[src/rtl/store_buffer.sv]
// Posted-write store buffer: in-order drain to memory through a ready handshake,
// with youngest-first load forwarding. Optional in-place merging of repeated
// stores to the youngest entry is enabled by defining STORE_BUFFER_COALESCE_EN.
module store_buffer #(
    parameter int DEPTH = 4
) (
    input  logic                     clk,
    input  logic                     reset,
    input  logic                     MemWriteM,
    input  logic [31:0]              DataAdr,
    input  logic [31:0]              WriteData,
    output logic                     StallM,
    input  logic [31:0]              LdAdr,
    output logic                     LdHit,
    output logic [31:0]              LdData,
    output logic                     MemWe,
    output logic [31:0]              MemAdr,
    output logic [31:0]              MemWd,
    input  logic                     MemReady,
    output logic                     Empty,
    output logic [$clog2(DEPTH):0]   Count
);

    localparam int PTR_W = $clog2(DEPTH);
    localparam int CNT_W = PTR_W + 1;

    logic [31:0]      adr_q  [DEPTH];
    logic [31:0]      data_q [DEPTH];
    logic [DEPTH-1:0] valid_q;
    logic [PTR_W-1:0] head_q;
    logic [PTR_W-1:0] tail_q;
    logic [CNT_W-1:0] count_q;

    logic [PTR_W-1:0] youngest;
    logic             full;
    logic             coalesce;
    logic             pop;
    logic             alloc;
    logic [PTR_W-1:0] fwd_idx;
    logic             unused_ld_bits;

    assign youngest = tail_q - PTR_W'(1);
    assign full     = (count_q == CNT_W'(DEPTH));

`ifdef STORE_BUFFER_COALESCE_EN
    // Requiring two entries keeps the head (possibly on the bus) untouched.
    assign coalesce = MemWriteM && (count_q >= CNT_W'(2)) &&
                      (DataAdr[31:2] == adr_q[youngest][31:2]);
`else
    assign coalesce = 1'b0;
`endif

    assign MemWe  = valid_q[head_q];
    assign MemAdr = adr_q[head_q];
    assign MemWd  = data_q[head_q];
    assign pop    = MemWe && MemReady;
    assign StallM = MemWriteM && full && !MemReady && !coalesce;
    assign alloc  = MemWriteM && !StallM && !coalesce;
    assign Empty  = (count_q == '0);
    assign Count  = count_q;

    assign unused_ld_bits = ^LdAdr[1:0];

    always_ff @(posedge clk or posedge reset) begin
        if (reset) begin
            head_q  <= '0;
            tail_q  <= '0;
            count_q <= '0;
            valid_q <= '0;
            for (int i = 0; i < DEPTH; i++) begin
                adr_q[i]  <= '0;
                data_q[i] <= '0;
            end
        end else begin
            if (pop) begin
                valid_q[head_q] <= 1'b0;
                head_q          <= head_q + PTR_W'(1);
            end
            // When full and popping, tail == head; the allocation must win.
            if (alloc) begin
                adr_q[tail_q]   <= DataAdr;
                data_q[tail_q]  <= WriteData;
                valid_q[tail_q] <= 1'b1;
                tail_q          <= tail_q + PTR_W'(1);
            end
            if (coalesce) begin
                adr_q[youngest]  <= DataAdr;
                data_q[youngest] <= WriteData;
            end
            case ({alloc, pop})
                2'b10:   count_q <= count_q + CNT_W'(1);
                2'b01:   count_q <= count_q - CNT_W'(1);
                default: count_q <= count_q;
            endcase
        end
    end

    // Walk back from tail-1; the first valid match is the youngest.
    always_comb begin
        LdHit   = 1'b0;
        LdData  = '0;
        fwd_idx = '0;
        for (int i = 0; i < DEPTH; i++) begin
            fwd_idx = tail_q - PTR_W'(i + 1);
            if (!LdHit && valid_q[fwd_idx] &&
                (adr_q[fwd_idx][31:2] == LdAdr[31:2])) begin
                LdHit  = 1'b1;
                LdData = data_q[fwd_idx];
            end
        end
    end

endmodule

[config.mk]
export PLATFORM = sky130hd
export DESIGN_NAME = store_buffer
export DESIGN_NICKNAME = d
export VERILOG_FILES = /design/src/rtl/store_buffer.sv
export SDC_FILE = /design/constraint.sdc
export NUM_CORES = 1
export LEC_CHECK = 0
export BUFFER_PORTS_ARGS = -buffer_cell sky130_fd_sc_hd__buf_2
export CORE_UTILIZATION = 50
export DETAILED_ROUTE_END_ITERATION = 16
export PLACE_DENSITY = 0.77
export SYNTH_ARGS = -nofsm -noshare
export SYNTH_HDL_FRONTEND = slang
export SYNTH_SLANG_ARGS = --single-unit
[constraint.sdc]
create_clock -name clk -period 20.3 [get_ports clk]
set_input_delay 2.03 -clock clk [delete_from_list [all_inputs] [get_ports clk]]
set_output_delay 2.03 -clock clk [all_outputs]
set_load 0.05 [all_outputs]
# After elaboration in Yosys (flattened, before gate mapping)
# Cells that the tools add are included.
dict set report word_totals {
  register_bits 267
  latch_bits 0
  mem_bits_rw 0
  mem_bits_ro 0
  in_bits 100
  output_inout_bits 103
  elab_cells 127
  mem_count 0
}
dict set report classes {
  addsub 7
  multipliers 0
  div 0
  n_lt_le_gt_ge 13
  eq_ne 7
  shift 0
  n_mux 59
  n_bitwise 8
  reduce_logical 21
}
# op count
set ops {}
lappend ops {{$mux W32} 25}
lappend ops {{$bmux W32 S2} 10}
lappend ops {{$bwmux W128} 2}
lappend ops {{$eq A30 B30 Y1} 4}
lappend ops {{$demux W32 S2} 1}
lappend ops {{$ge A3 B3 Y1 const B} 5}
lappend ops {{$lt A2 B3 Y1 const B} 5}
lappend ops {{$not A2 Y3} 5}
lappend ops {{$logic_and A1 B1 Y1} 14}
lappend ops {{$mux W1} 11}
lappend ops {{$bmux W1 S2} 5}
lappend ops {{$mux W4} 2}
lappend ops {{$pmux W3 S2} 1}
lappend ops {{$logic_not A1 Y1} 5}
lappend ops {{$add A2 B1 Y2 const B} 2}
lappend ops {{$and A4 B4 Y4} 1}
lappend ops {{$demux W1 S2} 2}
lappend ops {{$ge A2 B1 Y1 const B} 2}
lappend ops {{$not A4 Y4} 1}
lappend ops {{$or A4 B4 Y4} 1}
lappend ops {{$sub A2 B2 Y2 const B} 2}
lappend ops {{$add A3 B1 Y3 const B} 1}
lappend ops {{$eq A3 B3 Y1 const B} 1}
lappend ops {{$logic_not A3 Y1} 1}
lappend ops {{6 further kinds} 6}

# Logic depth before layout (Yosys ltp)
# Gate-level depths: netlist (run 1).
dict set report logic_depth {
  ltp_word 20
  depth_mapped 23
  mapped_depth_nobuf 10
}

# Worst setup path before layout (run 1)
# Ideal clock, no wire load.
dict set report synth_timing {
  path_type {register -> output}
  from {register tail_q[1]}
  to {output LdData[30]}
  t_arrival_ns 5.863
  required_time_ns 18.270
  path_slack_ns 12.407
  stages_incl_launch_ff 21
  n_path_buf 11
  cell_sequence {dfrtp_1 -> buf_6 -> buf_12 -> buf_12 -> buf_2 -> buf_2 -> clkbuf_1 -> clkbuf_1 -> inv_1 -> ha_1 -> buf_2 -> buf_2 -> buf_2 -> mux4_2 -> xnor2_1 -> nand4_1 -> nor3_1 -> nor2b_1 -> buf_2 -> nor3_1 -> o41ai_1}
}
dict set report synth_via {
  elab_chain_len 20
  elab_cells_between_ends 60
  cone_classes {3 x add/sub; 4 x eq/ne; 39 x mux; 4 x bitwise; 10 x reduce/logical}
}
# item line
set synth_rtl {}
lappend synth_rtl {{start: declaration} 31} ;# logic [PTR_W-1:0] tail_q;
lappend synth_rtl {{start signal: assignment} 84} ;# tail_q <= tail_q + PTR_W'(1);
lappend synth_rtl {{$sub A2 B1 Y2} 104} ;# fwd_idx = tail_q - PTR_W'(i + 1);
lappend synth_rtl {{$not A2 Y3 (not written as such)} {106, 108}}
lappend synth_rtl {{$bmux W32 S2} 106} ;# (adr_q[fwd_idx][31:2] == LdAdr[31:2])) begin
lappend synth_rtl {{$mux W32 (not written as such) (2 in series)} 106}
lappend synth_rtl {{$eq A30 B30 Y1} 106}
lappend synth_rtl {{$logic_and A1 B1 Y1} 105} ;# if (!LdHit && valid_q[fwd_idx] &&
lappend synth_rtl {{$mux W1} 105}
lappend synth_rtl {{$logic_not A1 Y1} 105}
lappend synth_rtl {{$logic_and A1 B1 Y1 (2 in series)} 105}
lappend synth_rtl {{$mux W1} 105}
lappend synth_rtl {{$logic_not A1 Y1} 105}
lappend synth_rtl {{$logic_and A1 B1 Y1 (2 in series)} 105}
lappend synth_rtl {{$mux W1} 105}
lappend synth_rtl {{$logic_not A1 Y1} 105}
lappend synth_rtl {{$logic_and A1 B1 Y1 (2 in series)} 105}
lappend synth_rtl {{$mux W32 *} 105}
lappend synth_rtl {{end: declaration} 15} ;# output logic [31:0] LdData,
# Every way passes the cells marked *; elsewhere a longest branch is shown, timed or not. The select of a mux whose other input is x is not followed.

# Final worst setup path (run 1)
dict set report layout_timing {
  from {register tail_q[0]}
  to {output LdData[24]}
}
# The elaborated chain is that of the path after synthesis.

==> results.cfg, run 1 <==
[worst_setup_path]
crit_top_cell = buf_4
arrival_ps = 7660
reg2reg_depth = 5
required_ps = 18270
slowest_stage = dfrtp_4
critPathKind = register to primary output
cp-start-kind = register
worstReg2RegStart = tail_q[0]
rrSetupSlack_ps = 16510
slowest_delay_ps = 1000
worst_r2r_endpoint = adr_q[56]
crit_fanout = 64
end_kind = primary output
path_cells = inv_1 -> ha_4 -> buf_4 -> mux4_2 -> xnor2_1 -> o2111ai_1 -> a2111oi_0 -> nand4_1 -> buf_4 -> nand2_1 -> or3_2 -> buf_4 -> o22ai_2 -> buf_2

[cells_and_area]
num-fill-cells = 3316
fin_cells = 2189
mostFrequentLayoutCells = 277 x mux4_2, 270 x mux2_2, 263 x dfrtp_1
drive_gt1_share_pct = 52.37
final_core_util_pct = 56.44
area_growth_pct = 11.08
final_common_cell = mux4_2
ff_latch_area_sq_um = 6696
multiInputGateArea_sq_um = 13070
nets = 1733

[synth]
syn_area_sq_um = 20790
synth-seq-area-share_pct = 32.13
synth_cell_types = 56
ys_ff_latch = 267
syn_inst = 1510
synth_flop_cell = dfrtp_1
synth_fp_nets = 1620
yosys_warnings = 0
syn_avg_cell_area_sq_um = 13.77
synth_edf_count = 0
async_flop_share_pct = 100.0

[clocking]
cts_max_path_buffers = 3
cts.sinks = 267
cts_buffers = 34
insertion_delay_ps = 560
cts_resized = 0
clkTransAtPathRegs_ps = 60
cts_setup_buffers = 0
cts_htree_levels = 2
cts_tree = yes
cts_root_buf = clkbuf_16
hold_buffers = 0

[placement]
place.detailed.instances = 2119
place_congestion = 0.9264
hpwlAfterDp_mm = 36.11
port_buffers = 200

[timing]
rsz0062_at_grt = no
relSlewSlack_pct = 25.92
hold_viol = 0
fmax_mhz = 103.2
fin_setup_tns_ps = 0
finalClockSkew_ps = 33.51
worst_slew_pin_slew_ps = 1109
setup_viol = 0
finalCriticalPeriod_ps = 9688
slew_violations = 0
whs_ps = 505.7
min_period_over_period_pct = 47.72

[min_path]
hold_path_depth = 1
hold_path_end = adr_q[0]
min-delay-start = adr_q[0]
min_path_type = register to register

[floorplanning]
start_util_pct = 50.81
die_area_sq_um = 42410
die_w_microns = 205.9
dieHeight_microns = 205.9
rows = 74
io_pins = 203
core_area_sq_um = 40920

[route]
drc = 0
drtIter0Drc = 1147
ant_nets = 0
wl_mm = 56.35
vias = 14660
drt-pass1-iter-count = 5
viasPerCell = 6.698
wire_per_inst_microns = 25.74

[job]
cap_viol_max_count = 0

[global_route]
grt_antenna_before_repair = 15
grt_overflow_total = 0
grt_max_degree = 131
gr-usage-met3_pct = 6.733
grt_usage_pct = 26.81
busiest_layer = met2
met2_usage_pct = 42.19
grt_use_met1_pct = 35.77
grt_first_pass_wirelength_mm = 85.55
grt_pass1_vias = 14400

[run_status]
outcome = complete, no violations
cells by family (layout without fill, tap and decap cells):
| kind of cell | after synthesis | in the layout | synth area share, % |
|---|---|---|---|
| AO/OA/AOI/OAI | 163 | 163 | 5.987 |
| AND/OR/NAND/NOR | 110 | 110 | 2.551 |
| buffers and inverters | 227 | 363 | 5.271 |
| flip-flops | 267 | 267 | 32.13 |
| adder cells (fa/ha/maj) | 10 | 10 | 0.6378 |
| multiplexers | 616 | 616 | 48.50 |
| XOR/XNOR | 117 | 117 | 4.928 |
| other | 0 | 11 | 0 |
layer usage:
metal | up-vias | routed length [microns]
met5 | - | 50
met4 | 10 | 1932
met3 | 120 | 4813
met2 | 637 | 27140
met1 | 7698 | 22400
li1 | 6198 | -
cell usage after synthesis, types with 3 or more instances:
master / n / share of area [%]
nor3_1: 6 / 0.14
o2111ai_1: 5 / 0.21
xor2_1: 41 / 1.7
nand2_1: 27 / 0.49
buf_2: 36 / 0.87
buf_6: 7 / 0.38
nor4_1: 11 / 0.33
o22ai_2: 30 / 1.8
clkbuf_1: 64 / 1.2
inv_1: 85 / 1.5
dfrtp_1: 267 / 32
a211o_1: 3 / 0.13
a22oi_1: 6 / 0.22
a21oi_1: 11 / 0.26
xnor2_1: 76 / 3.2
mux2_2: 270 / 15
ha_1: 9 / 0.54
buf_4: 7 / 0.25
a31oi_1: 32 / 0.96
mux4_1: 7 / 0.88
buf_12: 6 / 0.58
a211oi_1: 3 / 0.11
o22ai_1: 5 / 0.15
mux2i_1: 61 / 2.9
o211ai_1: 9 / 0.32
nand4_1: 17 / 0.51
mux4_2: 277 / 30
nor2_1: 38 / 0.69
a221oi_1: 4 / 0.17
buf_1: 20 / 0.36
o21ai_0: 39 / 0.94
worst max-delay path by stage:
| stage | depth (start not counted) | to | from |
|---|---|---|---|
| 4_1_cts | 14 | LdData[24] | tail_q[0] |
| 2_1_floorplan | 1 | Count[0] | reset |
| 5_1_grt | 14 | LdData[5] | tail_q[0] |
| 3_3_place_gp | 14 | LdData[14] | tail_q[0] |
| 6_report | 14 | LdData[24] | tail_q[0] |
| 3_5_place_dp | 14 | LdData[24] | tail_q[0] |
through the flow:
stage,instance area (sq um),setup slack (ps)
finish,23100,10610
global placement,21910,11390
CTS,23070,10590
global route,23090,10160
floorplan,20790,10920
detailed placement,21910,11240
layout make-up:
class	count	share of cell area, %
antenna	11	0.1192
sequential	267	28.99
tap	532	2.882
multi-input combinational	1016	56.56
timing repair buffer	219	5.005
clock buffer	49	4.279
inverter	85	1.414
clock inverter	10	0.7475
state kept, by name, summed over array words and instances, names as in the netlist:
register  flops
valid_q       4
tail_q        2
data_q      128
adr_q       128
head_q        2
Count         3
critical path: cells and delay by family, from the launching register on:
| family | cells | cell delay, ps |
|---|---|---|
| adder cells (fa/ha/maj) | 1 | 870 |
| multiplexers | 1 | 620 |
| AO/OA/AOI/OAI | 3 | 960 |
| buffers and inverters | 5 | 2670 |
| XOR/XNOR | 1 | 360 |
| flip-flops | 1 | 1000 |
| AND/OR/NAND/NOR | 3 | 480 |
Power of run 1 is not shown: default switching activity piles up to over one toggle a cycle in this logic, so the estimate is an artifact.
==> inputs of run 2 (changes only) <==
==> constraint.sdc (replaced) <==
create_clock -name clk -period 10.15 [get_ports clk]
set_input_delay 1.015 -clock clk [delete_from_list [all_inputs] [get_ports clk]]
set_output_delay 1.015 -clock clk [all_outputs]
set_load 0.05 [all_outputs]
==> results.cfg, run 2 (same netlist as run 1, synthesis figures left out) <==
[route]
drtIter0Drc = 1416
drt-pass1-iter-count = 5
ant_nets = 0
wl_mm = 56.29
drc = 0
wire_per_inst_microns = 25.74
vias = 14700
viasPerCell = 6.722

[cells_and_area]
mostFrequentLayoutCells = 277 x mux4_2, 270 x mux2_2, 263 x dfrtp_1
nets = 1732
final_common_cell = mux4_2
area_growth_pct = 10.90
final_core_util_pct = 56.35
reg.largest.list = adr_q x128, data_q x128, valid_q x4
drive_gt1_share_pct = 52.52

[global_route]
grt_pass1_vias = 14520
grt_overflow_total = 0
grt_max_degree = 147
grt_antenna_before_repair = 16
grt_usage_pct = 26.82
grt_first_pass_wirelength_mm = 86.50

[placement]
dp_slack_ps = 2566
place_congestion = 0.9337
port_buffers = 200
hpwlAfterDp_mm = 36.44

[job]
cap_viol_max_count = 0

[timing]
fin_setup_tns_ps = 0
slew_violations = 0
finalCriticalPeriod_ps = 8263
worst_slew_pin_slew_ps = 1134
relSlewSlack_pct = 24.23
finalClockSkew_ps = 17.65
fmax_mhz = 121.0
min_period_over_period_pct = 81.40
finalWorstSetupSlack_ps = 1887
setup_viol = 0
rsz0062_at_grt = no
hold_viol = 0

[worst_setup_path]
cp-start-kind = register
required_ps = 9140
rrSetupSlack_ps = 6480
crit_fanout = 64
arrival_ps = 7250
critPathKind = register to primary output
reg2reg_depth = 5
end_kind = primary output
worst_r2r_endpoint = adr_q[43]
worstReg2RegStart = tail_q[0]

[min_path]
min_path_type = register to register
min-delay-start = adr_q[97]
hold_path_end = adr_q[97]
hold_path_depth = 1

[clocking]
cts_setup_buffers = 0
cts.sinks = 267
insertion_delay_ps = 530
hold_buffers = 0
cts_buffers = 34
clkTransAtPathRegs_ps = 60
cts_resized = 0
cts_tree = yes
cts_htree_levels = 2
cts_max_path_buffers = 3
cts_root_buf = clkbuf_16

[floorplanning]
dieHeight_microns = 205.9
io_pins = 203
die_area_sq_um = 42410
rows = 74
die_w_microns = 205.9
start_util_pct = 50.81
core_area_sq_um = 40920

[run_status]
outcome = complete, no violations
[run 2: cell types whose count changed in the layout (fill, tap and decap cells not counted), sizes merged]
cell,previous run,this run
clkinvlp,0,2
clkbuf,49,48
bufinv,4,2
inv,85,86
buf,219,218
diode,11,10
[run 2: stage by stage]
stage	std cells	hold WS, ps	instance area [sq um]
CTS	2177	500.8	23040
floorplan	1510	473.9	20790
global route	2183	520.4	23050
global placement	2118	482.8	21910
finish	2187	501.6	23060
detailed placement	2118	487.8	21910
[run 2: area by class of cell]
cell class,count,area [sq um]
well taps,532,665.6
clock buffers,48,1005
fillers,3290,17860
flip-flops and latches,267,6696
repair buffers,218,1161
inverters,85,326.6
multi-input cells,1016,13070
clock inverters,11,117.6
diodes,10,25.02
[run 2: critical path, stage by stage (launching register included)]
cell and delay [ps]:
dfrtp_4 930, inv_1 650, ha_4 1090, buf_4 440, mux4_2 360, xnor2_1 470, nand4_1 290, nor3_1 290
nor2b_2 190, buf_4 450, or3_2 650, buf_4 430, o22ai_2 150, buf_2 220
[run 2: worst max-delay path by stage]
stage / startpoint / end / slack [ps] / cells after the start
after floorplan: reset / Count[0] / 1780 / 1
after global placement: tail_q[0] / LdData[20] / 2610 / 13
after detailed placement: tail_q[0] / LdData[12] / 2570 / 14
after CTS: tail_q[0] / LdData[13] / 2010 / 14
after global routing: tail_q[0] / LdData[31] / 1520 / 14
final: tail_q[0] / LdData[15] / 1890 / 13
[run 2: per-layer routing]
metal / global-route usage, % / routed length, microns / vias to the layer above
met3: 5.850 / 4943 / 115
met1: 36.82 / 22310 / 7716
met2: 42.25 / 27230 / 665
met4: 9.270 / 1737 / 12
li1: - / - / 6194
met5: 0 / 68 / -
Power of run 2 is left out for the same reason.
==> inputs of run 3 (changes only) <==
--- a/config.mk
+++ b/config.mk
@@ -5,10 +5,11 @@
 export SDC_FILE = /design/constraint.sdc
 export NUM_CORES = 1
 export LEC_CHECK = 0
+export ABC_AREA = 1
 export BUFFER_PORTS_ARGS = -buffer_cell sky130_fd_sc_hd__buf_2
 export CORE_UTILIZATION = 50
 export DETAILED_ROUTE_END_ITERATION = 16
-export PLACE_DENSITY = 0.77
+export PLACE_DENSITY = 0.8
 export SYNTH_ARGS = -nofsm -noshare
 export SYNTH_HDL_FRONTEND = slang
 export SYNTH_SLANG_ARGS = --single-unit
==> constraint.sdc (replaced) <==
create_clock -name clk -period 7 [get_ports clk]
set_input_delay 0.7 -clock clk [delete_from_list [all_inputs] [get_ports clk]]
set_output_delay 0.7 -clock clk [all_outputs]
set_load 0.05 [all_outputs]
==> results.cfg, run 3 <==
[run_status]
outcome = complete, no violations

[timing]
finalClockSkew_ps = 24.09
finalCriticalPeriod_ps = 6224
setup_viol = 0
relSlewSlack_pct = 22.96
finalWorstSetupSlack_ps = 776.0
rsz0062_at_grt = no
hold_viol = 0
min_period_over_period_pct = 88.91
fin_setup_tns_ps = 0
fmax_mhz = 160.7
slew_violations = 0
worst_slew_pin_slew_ps = 1156

[route]
drtIter0Drc = 2763
vias = 23760
wl_mm = 71.66
drt-pass1-iter-count = 7
drc = 0
wire_per_inst_microns = 17.27
viasPerCell = 5.725
ant_nets = 0

[floorplanning]
io_pins = 203
die_w_microns = 205.9
dieHeight_microns = 205.9
rows = 74
die_area_sq_um = 42400
core_area_sq_um = 40920
start_util_pct = 50.80

[synth]
syn_avg_cell_area_sq_um = 5.859
ys_ff_latch = 267
synthAdderAreaFrac_pct = 0.6380
synth_top_family_by_area = simple AND/OR/NAND/NOR gates
syn_inst = 3548
syn_area_sq_um = 20790
synth_fp_nets = 3658
synth_edf_count = 0
synth_top_area_cell = dfrtp_1
synth-seq-area-share_pct = 32.14
yosys_warnings = 0
synth-compound-area-share_pct = 15.53
async_flop_share_pct = 100.0
synth_flop_cell = dfrtp_1
synth_top_area_share_pct = 32.14
synth-simple-area-share_pct = 42.85
synthXorXnorAreaFrac_pct = 0.4634
synth_area_leaders = dfrtp_1 32%, nand2_1 28%, nand3_1 12%
synth_top_cells_by_count = 1534 x nand2_1, 504 x nand3_1, 482 x o21ai_0
yosysMostFrequentCell = nand2_1
synth_cell_types = 28
synthMuxAreaShare_pct = 0

[placement]
dp_slack_ps = 1436
placed_cell_area_sq_um = 21780
place_congestion = 0.9890
hpwlAfterDp_mm = 45.00
port_buffers = 200
place.detailed.instances = 4080

[worst_setup_path]
crit_top_cell = nand2_1
worstReg2RegStart = tail_q[1]
end_kind = primary output
arrival_ps = 5520
crit_fanout = 67
cp-start-kind = register
worst_r2r_endpoint = data_q[88]
slowest_stage = dfrtp_4
rrSetupSlack_ps = 2260
path_cells = inv_4 -> ha_2 -> inv_4 -> buf_4 -> nand3_1 -> nand2_1 -> nand2_1 -> nand2_1 -> nor2_1 -> nand3_1 -> nor2_1 -> nand2_1 -> nor2_4 -> nor2_2 -> nand3_2 -> nand3_1 -> nand2_1 -> buf_2
critPathKind = register to primary output
slowest_delay_ps = 910
required_ps = 6300
reg2reg_depth = 8

[global_route]
grt_pass1_vias = 21400
grt_usage_pct = 33.78
grt_overflow_total = 0
grt_max_degree = 311
grt_antenna_before_repair = 12
grt_first_pass_wirelength_mm = 112.9

[cells_and_area]
fin_cells = 4150
drive_gt1_share_pct = 8.698
mostFrequentLayoutCells = 1533 x nand2_1, 504 x nand3_1, 482 x o21ai_0
reg.largest.list = adr_q x128, data_q x128, valid_q x4
final_common_cell = nand2_1
area_growth_pct = 10.59
design_area_sq_um = 22990
nets = 3694
num-fill-cells = 4090

[clocking]
hold_buffers = 0
clkTransAtPathRegs_ps = 60
cts_root_buf = clkbuf_16
cts.sinks = 267
cts_max_path_buffers = 3
cts_setup_buffers = 0
cts_buffers = 34
cts_resized = 0
cts_htree_levels = 2
cts_tree = yes
insertion_delay_ps = 570

[min_path]
hold_path_end = data_q[53]
min_path_type = primary input to register
hold_path_depth = 3
min-delay-start = WriteData[21]

[job]
cap_viol_max_count = 0
## run 3: cell types whose count changed after synthesis, sizes merged, moves of 61 or more
cell,previous run,this run
a21oi,11,119
clkbuf,64,141
inv,85,203
mux2,271,0
mux2i,61,0
mux4,284,0
nand2,27,1534
nand3,0,506
nor2,38,132
o21ai,39,490
xnor2,76,2
## run 3: critical path: cells and delay by family (launching register included)
kind,cells,cell delay [ps]
AND/OR/NAND/NOR,13,1980
buffers and inverters,4,1600
adder cells (fa/ha/maj),1,400
flip-flops,1,910
## run 3: layout make-up
cell class / count / area [sq um] / share of cell area [%]
Clock inverter: 11 / 155.1 / 0.6748
Antenna cell: 8 / 20.02 / 0.08707
Sequential cell: 267 / 6693 / 29.11
Clock buffer: 51 / 1036 / 4.506
Timing Repair Buffer: 233 / 1261 / 5.486
Inverter: 206 / 790.8 / 3.439
Tap cell: 532 / 665.6 / 2.895
Multi-Input combinational cell: 2842 / 12370 / 53.80
## run 3: kinds of logic (layout without fill, tap and decap cells)
| logic type | Yosys count | in the layout |
|---|---|---|
| buffers and inverters | 439 | 501 |
| adder cells (fa/ha/maj) | 10 | 10 |
| AND/OR/NAND/NOR | 2184 | 2184 |
| AO/OA/AOI/OAI | 637 | 637 |
| other | 0 | 8 |
| flip-flops | 267 | 267 |
| XOR/XNOR | 11 | 11 |
## run 3: how the worst max path moves through the flow
stage              start         end  slack [ps]
2_1_floorplan  tail_q[1]  LdData[10]        2480
3_3_place_gp   tail_q[1]  LdData[30]        1470
3_5_place_dp   tail_q[1]  LdData[30]        1440
4_1_cts        tail_q[1]  LdData[30]         820
5_1_grt        tail_q[1]   LdData[0]         480
6_report       tail_q[1]  LdData[30]         780
## run 3: per-layer routing
metal	track usage [%]	share of wire (%)	vias to the layer above
met5	0	0.033	-
met4	18.01	4.5	4
met3	6.118	10	229
met2	53.35	45	1236
met1	43.93	40	10730
li1	-	-	11570
## run 3: metrics by stage
step | hold slack, ps | utilization (%)
4_1_cts | 357.8 | 56.13
5_1_grt | 388.1 | 56.17
6_report | 373.7 | 56.18
3_5_place_dp | 461.0 | 53.22
3_3_place_gp | 456.8 | 53.22
2_1_floorplan | 443.6 | -
Power of run 3 is left out for the same reason.
